[src/rtl/suma_serial_ctrl_if.sv]
// Purpose : start/operand request and result/flag response bundle for the bit-serial add/sub sequencer.
// Latency : pure wiring, so no latency of its own.
// Backpressure: none. The requester watches busy/done and may only expect a start to be taken while idle.
// Ports   : start, op, a, b  (requester -> sequencer)
//           busy, done, result, cout, ovf  (sequencer -> requester)
interface suma_serial_ctrl_if #(
   parameter int WIDTH = 8
);
   logic             start;
   logic             op;
   logic [WIDTH-1:0] a;
   logic [WIDTH-1:0] b;
   logic             busy;
   logic             done;
   logic [WIDTH-1:0] result;
   logic             cout;
   logic             ovf;

   // Requester side (operand/key-entry logic, or the bench)
   modport master (
      output start, op, a, b,
      input  busy, done, result, cout, ovf
   );

   // Sequencer side
   modport slave (
      input  start, op, a, b,
      output busy, done, result, cout, ovf
   );
endinterface

[src/rtl/suma_serial_ctrl.sv]
// Purpose : bit-serial add/subtract sequencer. One 1-bit full adder is reused WIDTH times, LSB first,
//           with a registered carry between bits.
// Latency : WIDTH+1 edges from acceptance to the done pulse. A new start can be taken every WIDTH+2 cycles.
// Backpressure: start is taken only in IDLE. It is silently ignored in RUN/DONE, with no queuing.
// Ports   : clk, rst_n (synchronous, active-low), bus (slave modport of suma_serial_ctrl_if).
// Config  : defining SUMA_SUB_EN enables subtraction through op. Without it, op is ignored and the
//           block only adds.
module suma_serial_ctrl #(
   parameter int WIDTH = 8
) (
   input  logic                 clk,
   input  logic                 rst_n,
   suma_serial_ctrl_if.slave    bus
);

   localparam int CW = (WIDTH > 1) ? $clog2(WIDTH) : 1;
   localparam logic [CW-1:0] LAST_BIT = CW'(WIDTH - 1);

   typedef enum logic [1:0] {
      IDLE = 2'd0,
      RUN  = 2'd1,
      DONE = 2'd2
   } state_t;

   state_t           state;

   // Operand shift registers consumed LSB first, and the sum register filled from the MSB side
   logic [WIDTH-1:0] sa;
   logic [WIDTH-1:0] sb;
   logic [WIDTH-1:0] sum_sr;
   logic             carry;
   logic [CW-1:0]    cnt;

   // Registered outputs
   logic             busy_q;
   logic             done_q;
   logic [WIDTH-1:0] result_q;
   logic             cout_q;
   logic             ovf_q;

   // Full-adder cell
   logic             cell_s;
   logic             cell_c;
   logic             sub_sel;

   // Subtraction is a + ~b + 1. The +1 enters as the initial carry, so both the
   // operand inversion and the carry seed come from the same select.
`ifdef SUMA_SUB_EN
   assign sub_sel = bus.op;
`else
   logic unused_op;
   assign unused_op = bus.op;
   assign sub_sel   = 1'b0;
`endif

   always_comb begin
      cell_s = sa[0] ^ sb[0] ^ carry;
      cell_c = (sa[0] & sb[0]) | (carry & (sa[0] ^ sb[0]));
   end

   always_ff @(posedge clk) begin
      if (!rst_n) begin
         state    <= IDLE;
         sa       <= '0;
         sb       <= '0;
         sum_sr   <= '0;
         carry    <= 1'b0;
         cnt      <= '0;
         busy_q   <= 1'b0;
         done_q   <= 1'b0;
         result_q <= '0;
         cout_q   <= 1'b0;
         ovf_q    <= 1'b0;
      end else begin
         case (state)
            IDLE: begin
               done_q <= 1'b0;
               if (bus.start) begin
                  sa     <= bus.a;
                  sb     <= sub_sel ? ~bus.b : bus.b;
                  carry  <= sub_sel;
                  cnt    <= '0;
                  busy_q <= 1'b1;
                  state  <= RUN;
               end
            end

            RUN: begin
               sum_sr <= {cell_s, sum_sr[WIDTH-1:1]};
               sa     <= sa >> 1;
               sb     <= sb >> 1;
               carry  <= cell_c;
               if (cnt == LAST_BIT) begin
                  // On the MSB cycle the sum register still lacks this bit, so the
                  // result is taken directly from the shift input.
                  result_q <= {cell_s, sum_sr[WIDTH-1:1]};
                  cout_q   <= cell_c;
                  // carry currently holds the carry into the MSB
                  ovf_q    <= carry ^ cell_c;
                  busy_q   <= 1'b0;
                  done_q   <= 1'b1;
                  state    <= DONE;
               end else begin
                  cnt <= cnt + CW'(1);
               end
            end

            DONE: begin
               done_q <= 1'b0;
               state  <= IDLE;
            end

            default: begin
               busy_q <= 1'b0;
               done_q <= 1'b0;
               state  <= IDLE;
            end
         endcase
      end
   end

   assign bus.busy   = busy_q;
   assign bus.done   = done_q;
   assign bus.result = result_q;
   assign bus.cout   = cout_q;
   assign bus.ovf    = ovf_q;

   // Structural invariants of the sequencer
   a_busy_done_excl: assert property (@(posedge clk) disable iff (!rst_n) !(busy_q && done_q));
   a_done_one_cycle: assert property (@(posedge clk) disable iff (!rst_n) done_q |=> !done_q);

endmodule
[src/flat_wrapper.sv]
// flat-port wrapper written by rule: the top's interface ports become plain ports
module suma_serial_ctrl_flat 
#(
   parameter int WIDTH = 8
)
  (clk, rst_n, bus_start, bus_op, bus_a, bus_b, bus_busy, bus_done, bus_result, bus_cout, bus_ovf);
  suma_serial_ctrl_if #(.WIDTH(WIDTH)) bus_i ();
  input  logic clk;
  input  logic rst_n;
  input wire logic [$bits(bus_i.start)-1:0] bus_start;
  input wire logic [$bits(bus_i.op)-1:0] bus_op;
  input wire logic [$bits(bus_i.a)-1:0] bus_a;
  input wire logic [$bits(bus_i.b)-1:0] bus_b;
  output wire logic [$bits(bus_i.busy)-1:0] bus_busy;
  output wire logic [$bits(bus_i.done)-1:0] bus_done;
  output wire logic [$bits(bus_i.result)-1:0] bus_result;
  output wire logic [$bits(bus_i.cout)-1:0] bus_cout;
  output wire logic [$bits(bus_i.ovf)-1:0] bus_ovf;
  assign bus_i.start = bus_start;
  assign bus_i.op = bus_op;
  assign bus_i.a = bus_a;
  assign bus_i.b = bus_b;
  assign bus_busy = bus_i.busy;
  assign bus_done = bus_i.done;
  assign bus_result = bus_i.result;
  assign bus_cout = bus_i.cout;
  assign bus_ovf = bus_i.ovf;
  suma_serial_ctrl #(.WIDTH(WIDTH)) u_core (.clk(clk), .rst_n(rst_n), .bus(bus_i));
endmodule
[config.mk]
export PLATFORM = sky130hd
export DESIGN_NAME = suma_serial_ctrl_flat
export DESIGN_NICKNAME = d
export VERILOG_FILES = /design/src/rtl/suma_serial_ctrl_if.sv /design/src/rtl/suma_serial_ctrl.sv /design/src/flat_wrapper.sv
export SDC_FILE = /design/constraint.sdc
export NUM_CORES = 1
export LEC_CHECK = 0
export BUFFER_PORTS_ARGS = -buffer_cell sky130_fd_sc_hd__buf_2
export CAP_MARGIN = 20
export CORE_UTILIZATION = 26
export DETAILED_ROUTE_END_ITERATION = 8
export GPL_ROUTABILITY_DRIVEN = 0
export MAX_ROUTING_LAYER = met4
export PLACE_DENSITY = 0.51
export SYNTH_ARGS = -nofsm -noshare
export SYNTH_HDL_FRONTEND = slang
export SYNTH_SLANG_ARGS = --single-unit
[constraint.sdc]
create_clock -name clk -period 1.5 [get_ports clk]
set_input_delay 0.3 -clock clk [delete_from_list [all_inputs] [get_ports clk]]
set_output_delay 0.3 -clock clk [all_outputs]
set_load 0.02 [all_outputs]
After elaboration in Yosys (flattened, before gate mapping)
Cells that the tools add are included.
W data, S select, Z words.
Storage, ports and cells
  flip-flop bits (word level): 42
  bits in latches: 0
  bits in writable memories: 0
  ROM bits: 0
  bits of input ports: 20
  output and inout bits: 12
  memories: 0
Operators by class
  add/subtract/negate cells: 1
  multiply operators: 0
  div/mod/pow operators: 0
  order comparisons: 0
  eq/ne operators: 6
  shifts and indexed selects: 0
  multiplexer cells: 15
  bitwise logic cells: 7
  reduce and logical (&&, ||, !) cells: 8
Operator list (count)
  $pmux W8 S2: 2
  $mux W8: 2
  $reduce_and A2 Y1: 4
  $mux W3: 2
  $pmux W3 S2: 1
  $reduce_and A3 Y1: 2
  $mux W2: 2
  $ne A2 B2 Y1 const B: 2
  $pmux W2 S2: 1
  $add A3 B1 Y3 const B: 1
  $eq A3 B3 Y1 const B: 1
  $mux W1: 3
  $pmux W1 S3: 1
  $xor A1 B1 Y1: 3
  $and A1 B1 Y1: 2
  $eq A2 B1 Y1 const B: 1
  $eq A2 B2 Y1 const B: 1
  $logic_not A2 Y1: 1
  $ne A2 B1 Y1 const B: 1
  $pmux W1 S2: 1
  $reduce_bool A2 Y1: 1
  $not A1 Y1: 1
  $or A1 B1 Y1: 1

Logic depth before layout (Yosys ltp)
Gate-level depths: netlist of run 1.
  depth in word-level cells: 4
  gate-level depth with buffers: 6
  gate-level depth less buffers: 5

Least setup slack after synthesis of run 1
No wires, ideal clock.
  path kind: register to register
  from: register u_core.cnt[0]
  to: register u_core.cnt[1]
  library setup time: 0.076 ns
  arrival: 1.279 ns
  data required time: 1.424 ns
  setup slack: 0.146 ns
  stages on the path, launching flop included: 7
  buffers on the path: 1
  period minus slack after synthesis: 1.354 ns
  cells stage by stage: dfxtp_1 ha_1 ha_1 buf_2 nor4bb_1 a31oi_1 a21boi_0
Between the ends
  cells in the longest elaborated chain, start to end: 3
  elaborated cells on any way between the ends: 6
RTL lines
  start, declared: RTL line suma_serial_ctrl.sv:32  | logic [CW-1:0] cnt;
  start signal, assigned: RTL line suma_serial_ctrl.sv:104  | cnt <= cnt + CW'(1);
  $add A3 B1 Y3 / $eq A3 B3 Y1 (equally long branches): RTL line suma_serial_ctrl.sv:104, suma_serial_ctrl.sv:93
  $mux W3 / $ne A2 B2 Y1 (equally long branches)
  $pmux W3 S2 / $reduce_and A3 Y1 (equally long branches)
Several ways; a longest one is shown, not always the timed one. The select of a mux whose other input is x is not followed.
A chain may end at the register's enable or synchronous reset.

Worst setup path after layout of run 1
  from: register u_core.cnt[0]
  to: register u_core.cout_q, in the netlist u_core.bus.cout
Between the ends
  cells in the longest elaborated chain, start to end: 2
RTL lines
  $eq A3 B3 Y1: RTL line suma_serial_ctrl.sv:93  | if (cnt == LAST_BIT) begin
  $reduce_and A2 Y1 (no line)
  end signal, assigned: RTL line suma_serial_ctrl.sv:97  | cout_q <= cell_c;
  end, declared: RTL line suma_serial_ctrl.sv:38  | logic cout_q;
No other way between the ends.

==> results.py, run 1 <==
metrics = {
    "global_route": {
        "grt_use_met1_pct": 13.46,
        "grt_max_degree": 40,
        "grt_pass1_vias": 1368,
        "antenna_found_initial": 0,
        "grt_busiest_layer": "met2",
        "grt_overflow": 0,
        "grt_pass1_wl_um": 6058,
        "grt_usage_pct": 10.96,
        "grt_util_met3_pct": 2.967,
        "grt_util_met2_pct": 17.59,
    },
    "clock_tree": {
        "clock_sinks": 41,
        "cts.path.max_buffers": 2,
        "cts_tree": "yes",
        "clk_pin_slew_ns": 0.08,
        "cts_made_buffers": 5,
        "cts_htree_levels": 2,
        "cts_root_buf": "clkbuf_8",
        "insertion_delay_ns": 0.28,
        "ctsHoldBuffers": 0,
    },
    "placed_design": {
        "io_buffers": 30,
        "dp_slack_ns": -0.01105,
        "dp_cells": 307,
        "place_area_um2": 2017,
        "dp.final_hpwl_um": 2321,
    },
    "layout": {
        "layout.area.seq_um2": 822.0,
        "antenna_cells": 0,
        "multi_input_area_um2": 837.1,
        "finalInstanceArea_um2": 2155,
        "syn2layout_area_growth_pct": 23.53,
        "post-route-util_pct": 33.55,
        "fin_cells": 316,
        "fillerInstances": 692,
        "final_nets": 261,
        "drive_gt1_share_pct": 21.76,
    },
    "die": {
        "die_w_um": 83.91,
        "start_util_pct": 27.16,
        "die_area_um2": 7040,
        "row_count": 29,
        "coreArea_um2": 6422,
        "io_pins": 32,
        "die_height_um": 83.91,
    },
    "logic_synthesis": {
        "avgSynthCellArea_um2": 8.426,
        "synth.distinct_cells": 29,
        "syn_inst": 207,
        "ys_warn_count": 0,
        "yosysSeqAreaShare_pct": 47.06,
        "netlist_top_cells_area": "dfxtp_1, nand2_1, a31oi_1",
        "synth_top_area_share_pct": 47.06,
        "syn_area_um2": 1744,
        "synth.net_count": 230,
        "synth_top_area_cell": "dfxtp_1",
        "ys_seq_elements": 41,
    },
    "drt": {
        "route.detailed.drc": 1,
        "postRouteAntennaNets": 0,
        "wl_um": 3524,
        "drt_pre_antenna_iters": 6,
        "route.detailed.wl_per_inst_um": 11.15,
        "first_iter_violations": 31,
        "vias": 1455,
        "avgViaCountPerCell": 4.604,
    },
    "sta": {
        "hold_violations": 0,
        "fin_crit_sh_pct": 93.75,
        "worst_pin_slew_ns": 0.3117,
        "fin_setup_tns_ns": 0,
        "period_needed_ns": 1.406,
        "fmax_mhz": 711.1,
        "worst_slack_ns": 0.09370,
        "slew_headroom_pct": 79.19,
        "fin_skew_ns": 0.004629,
        "slew_viol_final": 0,
        "setup_viol": 0,
        "whs_ns": 0.2682,
        "rsz0062_at_grt": "false",
    },
    "pwr": {
        "ir_worst_vdd_mv": 0.4660,
        "power_mw": 2.151,
        "p_per_area_nw_per_um2": 998.4,
        "p_leak_nw": 0.8645,
    },
    "setup_path": {
        "cp_max_fo": 13,
        "worstSetupPathType": "flop to flop",
        "max_stage_delay_ns": 0.34,
        "required_ns": 1.68,
        "crit_arrival_ns": 1.59,
        "critical_path.slowest_cell": "dfxtp_2",
        "r2r_cells": 5,
        "crit_chain": "ha_1 > ha_4 > and3b_1 > buf_12 > o211a_1",
        "critPathLaunchType": "flop",
        "crit_path_end_kind": "flop",
    },
    "status": {
        "violations": "DRC",
        "status": "finished, violations left",
    },
    "flow_run": {
        "maxCapViolCount": 0,
    },
    "worst_hold_path": {
        "holdCritPathClass": "input pin to flop",
        "hold_depth": 3,
    },
}
## worst paths after layout
check / startpoint / to / slack (ns)
hold reg to reg: u_core.bus.result[6]$_SDFFE_PN0P_ / u_core.bus.result[6]$_SDFFE_PN0P_ / 0.45
setup reg to reg: u_core.cnt[0]$_SDFFE_PN0P_ / u_core.bus.cout$_SDFFE_PN0P_ / 0.09
hold / removal: bus_b[6] / u_core.sb[6]$_SDFFE_PN0P_ / 0.27
setup / recovery: u_core.cnt[0]$_SDFFE_PN0P_ / u_core.bus.cout$_SDFFE_PN0P_ / 0.09
## worst max-delay path: cells and delay by family, from the launching register on
family	cells	cell delay [ns]
buf+inv	1	0.14
simple gates	1	0.19
flops	1	0.34
fa+ha+maj	2	0.43
compound gates	1	0.20
## area by class of cell
class / instances / area share [%]
clock buffer: 7 / 4.472
clock inverter: 1 / 0.2323
sequential: 41 / 38.15
timing repair buffer: 41 / 13.12
inverter: 4 / 0.6969
tap: 77 / 4.472
multi-input combinational: 145 / 38.85
## synthesized netlist by cell type, drive strengths merged
library cell and instances:
nand2 60, dfxtp 41, a21boi 20, a31oi 17
o21ai 17, buf 12, clkbuf 5, inv 4
nor2 4, nand3 3, nand3b 3, o211a 3
ha 2, nand2b 2, nor2b 2, nor4bb 2
and2 1, and3b 1, fa 1, mux2i 1
nor3 1, nor3b 1, nor4b 1, o21a 1
o21bai 1, xnor2 1
## repair_timing
item,in CTS,in global routing
setup buffers,1,0
gates resized for setup,1,5
pin swaps,1,0
setup endpoints to repair,5,8
## metal layers
| metal | vias to the layer above | wire length (µm) |
|---|---|---|
| met2 | 23 | 1635 |
| met5 | - | 0 |
| met4 | 0 | 19 |
| met3 | 2 | 119 |
| li1 | 763 | - |
| met1 | 667 | 1750 |
## registers in the layout (all words and copies together) (netlist names)
name	count
u_core.sb	8
u_core.cnt	3
u_core.carry	1
u_core.sa	8
u_core.state	2
u_core.bus.result	8
u_core.sum_sr	7
u_core.bus.cout	1
u_core.bus.done	1
u_core.bus.ovf	1
u_core.bus.busy	1
## logic make-up after synthesis
kind of cell / share of synthesized area, %
DFF: 47.06
and+or+nand+nor: 20.59
buffers and inverters: 6.527
xor gates and xnor gates: 0.5022
muxes: 0.5739
AOI/OAI and AO/OA: 22.17
adders and majority gates: 2.582
## power breakdown
part	switching, mW	internal (mW)	total (mW)
logic	0.108	0.0997	0.207
clock network	0.368	0.416	0.784
registers	0.0260	1.13	1.16
total	0.501	1.65	2.15
## layout by cell type (no fill, tap or decap), types with 2 or more instances in the layout
| master | n |
|---|---|
| buf_2 | 30 |
| dfxtp_1 | 40 |
| nand2_1 | 60 |
| a21boi_0 | 13 |
| clkbuf_8 | 7 |
| nor2b_1 | 2 |
| nor2_1 | 4 |
| buf_4 | 7 |
| nand3b_1 | 3 |
| a21boi_1 | 7 |
| buf_12 | 4 |
| o211a_1 | 3 |
| a31oi_1 | 17 |
| inv_1 | 4 |
| o21ai_0 | 17 |
| nand3_1 | 3 |
| nand2b_1 | 2 |
(Power assumes the default switching activity.)
==> run 2, diff against run 1 <==
--- a/config.mk
+++ b/config.mk
@@ -7,11 +7,13 @@
 export LEC_CHECK = 0
 export BUFFER_PORTS_ARGS = -buffer_cell sky130_fd_sc_hd__buf_2
 export CAP_MARGIN = 20
-export CORE_UTILIZATION = 26
+export CELL_PAD_IN_SITES_DETAIL_PLACEMENT = 1
+export CELL_PAD_IN_SITES_GLOBAL_PLACEMENT = 2
+export CORE_UTILIZATION = 30
 export DETAILED_ROUTE_END_ITERATION = 8
 export GPL_ROUTABILITY_DRIVEN = 0
 export MAX_ROUTING_LAYER = met4
-export PLACE_DENSITY = 0.51
+export PLACE_DENSITY = 0.82
 export SYNTH_ARGS = -nofsm -noshare
 export SYNTH_HDL_FRONTEND = slang
 export SYNTH_SLANG_ARGS = --single-unit
==> results.py, run 2 (synthesis gave the netlist of run 1 again) <==
metrics = {
    "sta": {
        "whs_ns": 0.2584,
        "fin_setup_tns_ns": 0,
        "fin_skew_ns": 0.007039,
        "worst_pin_slew_ns": 0.3883,
        "period_needed_ns": 1.426,
        "fmax_mhz": 701.5,
        "fin_crit_sh_pct": 95.04,
        "hold_violations": 0,
        "slew_headroom_pct": 74.11,
        "rsz0062_at_grt": "false",
        "slew_viol_final": 0,
        "setup_viol": 0,
    },
    "pwr": {
        "p_comb_share_pct": 10.0,
        "ir_worst_vdd_mv": 0.4886,
        "power_mw": 2.095,
        "p_per_area_nw_per_um2": 984.5,
        "seqPwrFrac_pct": 55.5,
        "p_leak_nw": 0.8548,
        "clkPwrFrac_pct": 34.5,
        "p_sw_share_pct": 23.68,
        "internal-power_mw": 1.599,
        "switchingPower_mw": 0.4961,
    },
    "layout": {
        "layout_common_cells": "nand2_1, dfxtp_1, buf_2",
        "finalInstanceArea_um2": 2128,
        "drive_gt1_share_pct": 21.85,
        "fillerInstances": 675,
        "fin_cells": 310,
        "layout_commonest_cell": "nand2_1",
        "final_nets": 261,
        "antenna_cells": 0,
        "syn2layout_area_growth_pct": 22.02,
    },
    "setup_path": {
        "r2r-end": "u_core.cnt[0]$_SDFFE_PN0P_",
        "crit_arrival_ns": 1.64,
        "cp-startpoint": "u_core.cnt[0]$_SDFFE_PN0P_",
        "critPathLaunchType": "flop",
        "r2r_cells": 6,
        "crit_chain": "ha_1 > ha_4 > buf_4 > nor4b_2 > a31oi_1 > a21boi_1",
        "critical_path.slowest_cell": "dfxtp_2",
        "ff2ff_setup_slack_ns": 0.07,
        "cp_max_fo": 7,
        "max_stage_delay_ns": 0.35,
        "crit_path_end_kind": "flop",
        "r2r_start": "u_core.cnt[0]$_SDFFE_PN0P_",
        "required_ns": 1.72,
        "worstSetupPathType": "flop to flop",
    },
    "clock_tree": {
        "insertion_delay_ns": 0.29,
        "clock_sinks": 41,
        "cts_made_buffers": 5,
        "cts_htree_levels": 2,
        "cts_tree": "yes",
        "ctsHoldBuffers": 0,
        "clk_pin_slew_ns": 0.08,
        "cts.path.max_buffers": 2,
        "cts_root_buf": "clkbuf_8",
    },
    "die": {
        "die_area_um2": 6123,
        "row_count": 27,
        "die_height_um": 78.25,
        "start_util_pct": 31.48,
        "coreArea_um2": 5540,
        "io_pins": 32,
        "die_w_um": 78.25,
    },
    "placed_design": {
        "io_buffers": 30,
        "dp.final_hpwl_um": 2598,
        "place_area_um2": 2011,
        "dp_cells": 302,
    },
    "worst_hold_path": {
        "holdCritPathClass": "input pin to flop",
        "whs_endpoint": "u_core.sa[0]$_SDFFE_PN0P_",
        "min_from": "bus_a[0]",
        "hold_depth": 3,
    },
    "drt": {
        "route.detailed.wl_per_inst_um": 12.27,
        "postRouteAntennaNets": 0,
        "first_iter_violations": 59,
        "vias": 1503,
        "wl_um": 3805,
        "avgViaCountPerCell": 4.848,
        "route.detailed.drc": 0,
        "drt_pre_antenna_iters": 4,
    },
    "global_route": {
        "grt_pass1_wl_um": 6506,
        "grt_max_degree": 40,
        "grt_overflow": 0,
        "grt_pass1_vias": 1456,
        "antenna_found_initial": 0,
        "grt_usage_pct": 13.89,
    },
    "flow_run": {
        "maxCapViolCount": 0,
    },
    "status": {
        "status": "complete, no violations",
    },
}
-- run 2: changes by cell type in the layout (fill, tap and decap cells not counted), sizes merged --
| cell | previous run | this run |
|---|---|---|
| clkinv | 1 | 0 |
-- run 2: worst max-delay path by stage --
stage               cells after the start                                end  slack, ns
detailed placement                      6         u_core.cnt[0]$_SDFFE_PN0P_      -0.04
finish                                  6         u_core.cnt[0]$_SDFFE_PN0P_       0.07
global route                            6         u_core.cnt[0]$_SDFFE_PN0P_      0.001
global placement                        5        u_core.bus.ovf$_SDFFE_PN0P_       0.03
floorplan                               6         u_core.cnt[1]$_SDFFE_PN0P_       0.15
CTS                                     6  u_core.bus.result[5]$_SDFFE_PN0P_      0.008
-- run 2: critical path, delay by kind of cell (launching register included) --
family / cells / cell delay [ns]
DFF: 1 / 0.35
AOI/OAI and AO/OA: 2 / 0.20
adders and majority gates: 2 / 0.42
buffers and inverters: 1 / 0.15
and+or+nand+nor: 1 / 0.24
-- run 2: timing repair --
| action | 4_1_cts | 5_1_grt |
|---|---|---|
| resized for setup | 1 | 5 |
| setup buffers | 0 | 1 |
| endpoints found under the setup margin | 6 | 12 |
| pin swaps | 0 | 1 |
-- run 2: routing by layer --
layer  global-route usage, %  up-vias  part of all wire, %
li1                        -      763                    -
met1                   15.53      707                   47
met2                   23.68       26                   48
met3                   3.256        7                  3.6
met4                   5.926        0                  1.5
met5                       -        -                    0
-- run 2: final cells by class --
type	instances	area [µm²]	area share, %
repair buffers	41	282.8	13.29
flip-flops and latches	41	822.0	38.62
multi-input cells	145	832.0	39.09
clock buffers	7	86.33	4.056
inverters	4	15.01	0.7055
well taps	72	90.09	4.233
-- run 2: power by group through the flow --
stage / Clock [mW] / Sequential, mW / Combinational, mW
after floorplan: 0 / 1.18 / 0.137
after global placement: 0 / 1.19 / 0.209
after detailed placement: 0 / 1.19 / 0.213
after CTS: 0.752 / 1.16 / 0.214
after global routing: 0.789 / 1.17 / 0.239
final: 0.722 / 1.16 / 0.210
-- run 2: stage by stage --
step / worst slack (ns) / utilization (%)
floorplan: 0.1459 / -
global placement: 0.02855 / 36.29
detailed placement: -0.03952 / 36.29
CTS: 0.007839 / 37.90
global route: 0.0009927 / 38.41
finish: 0.07444 / 38.41
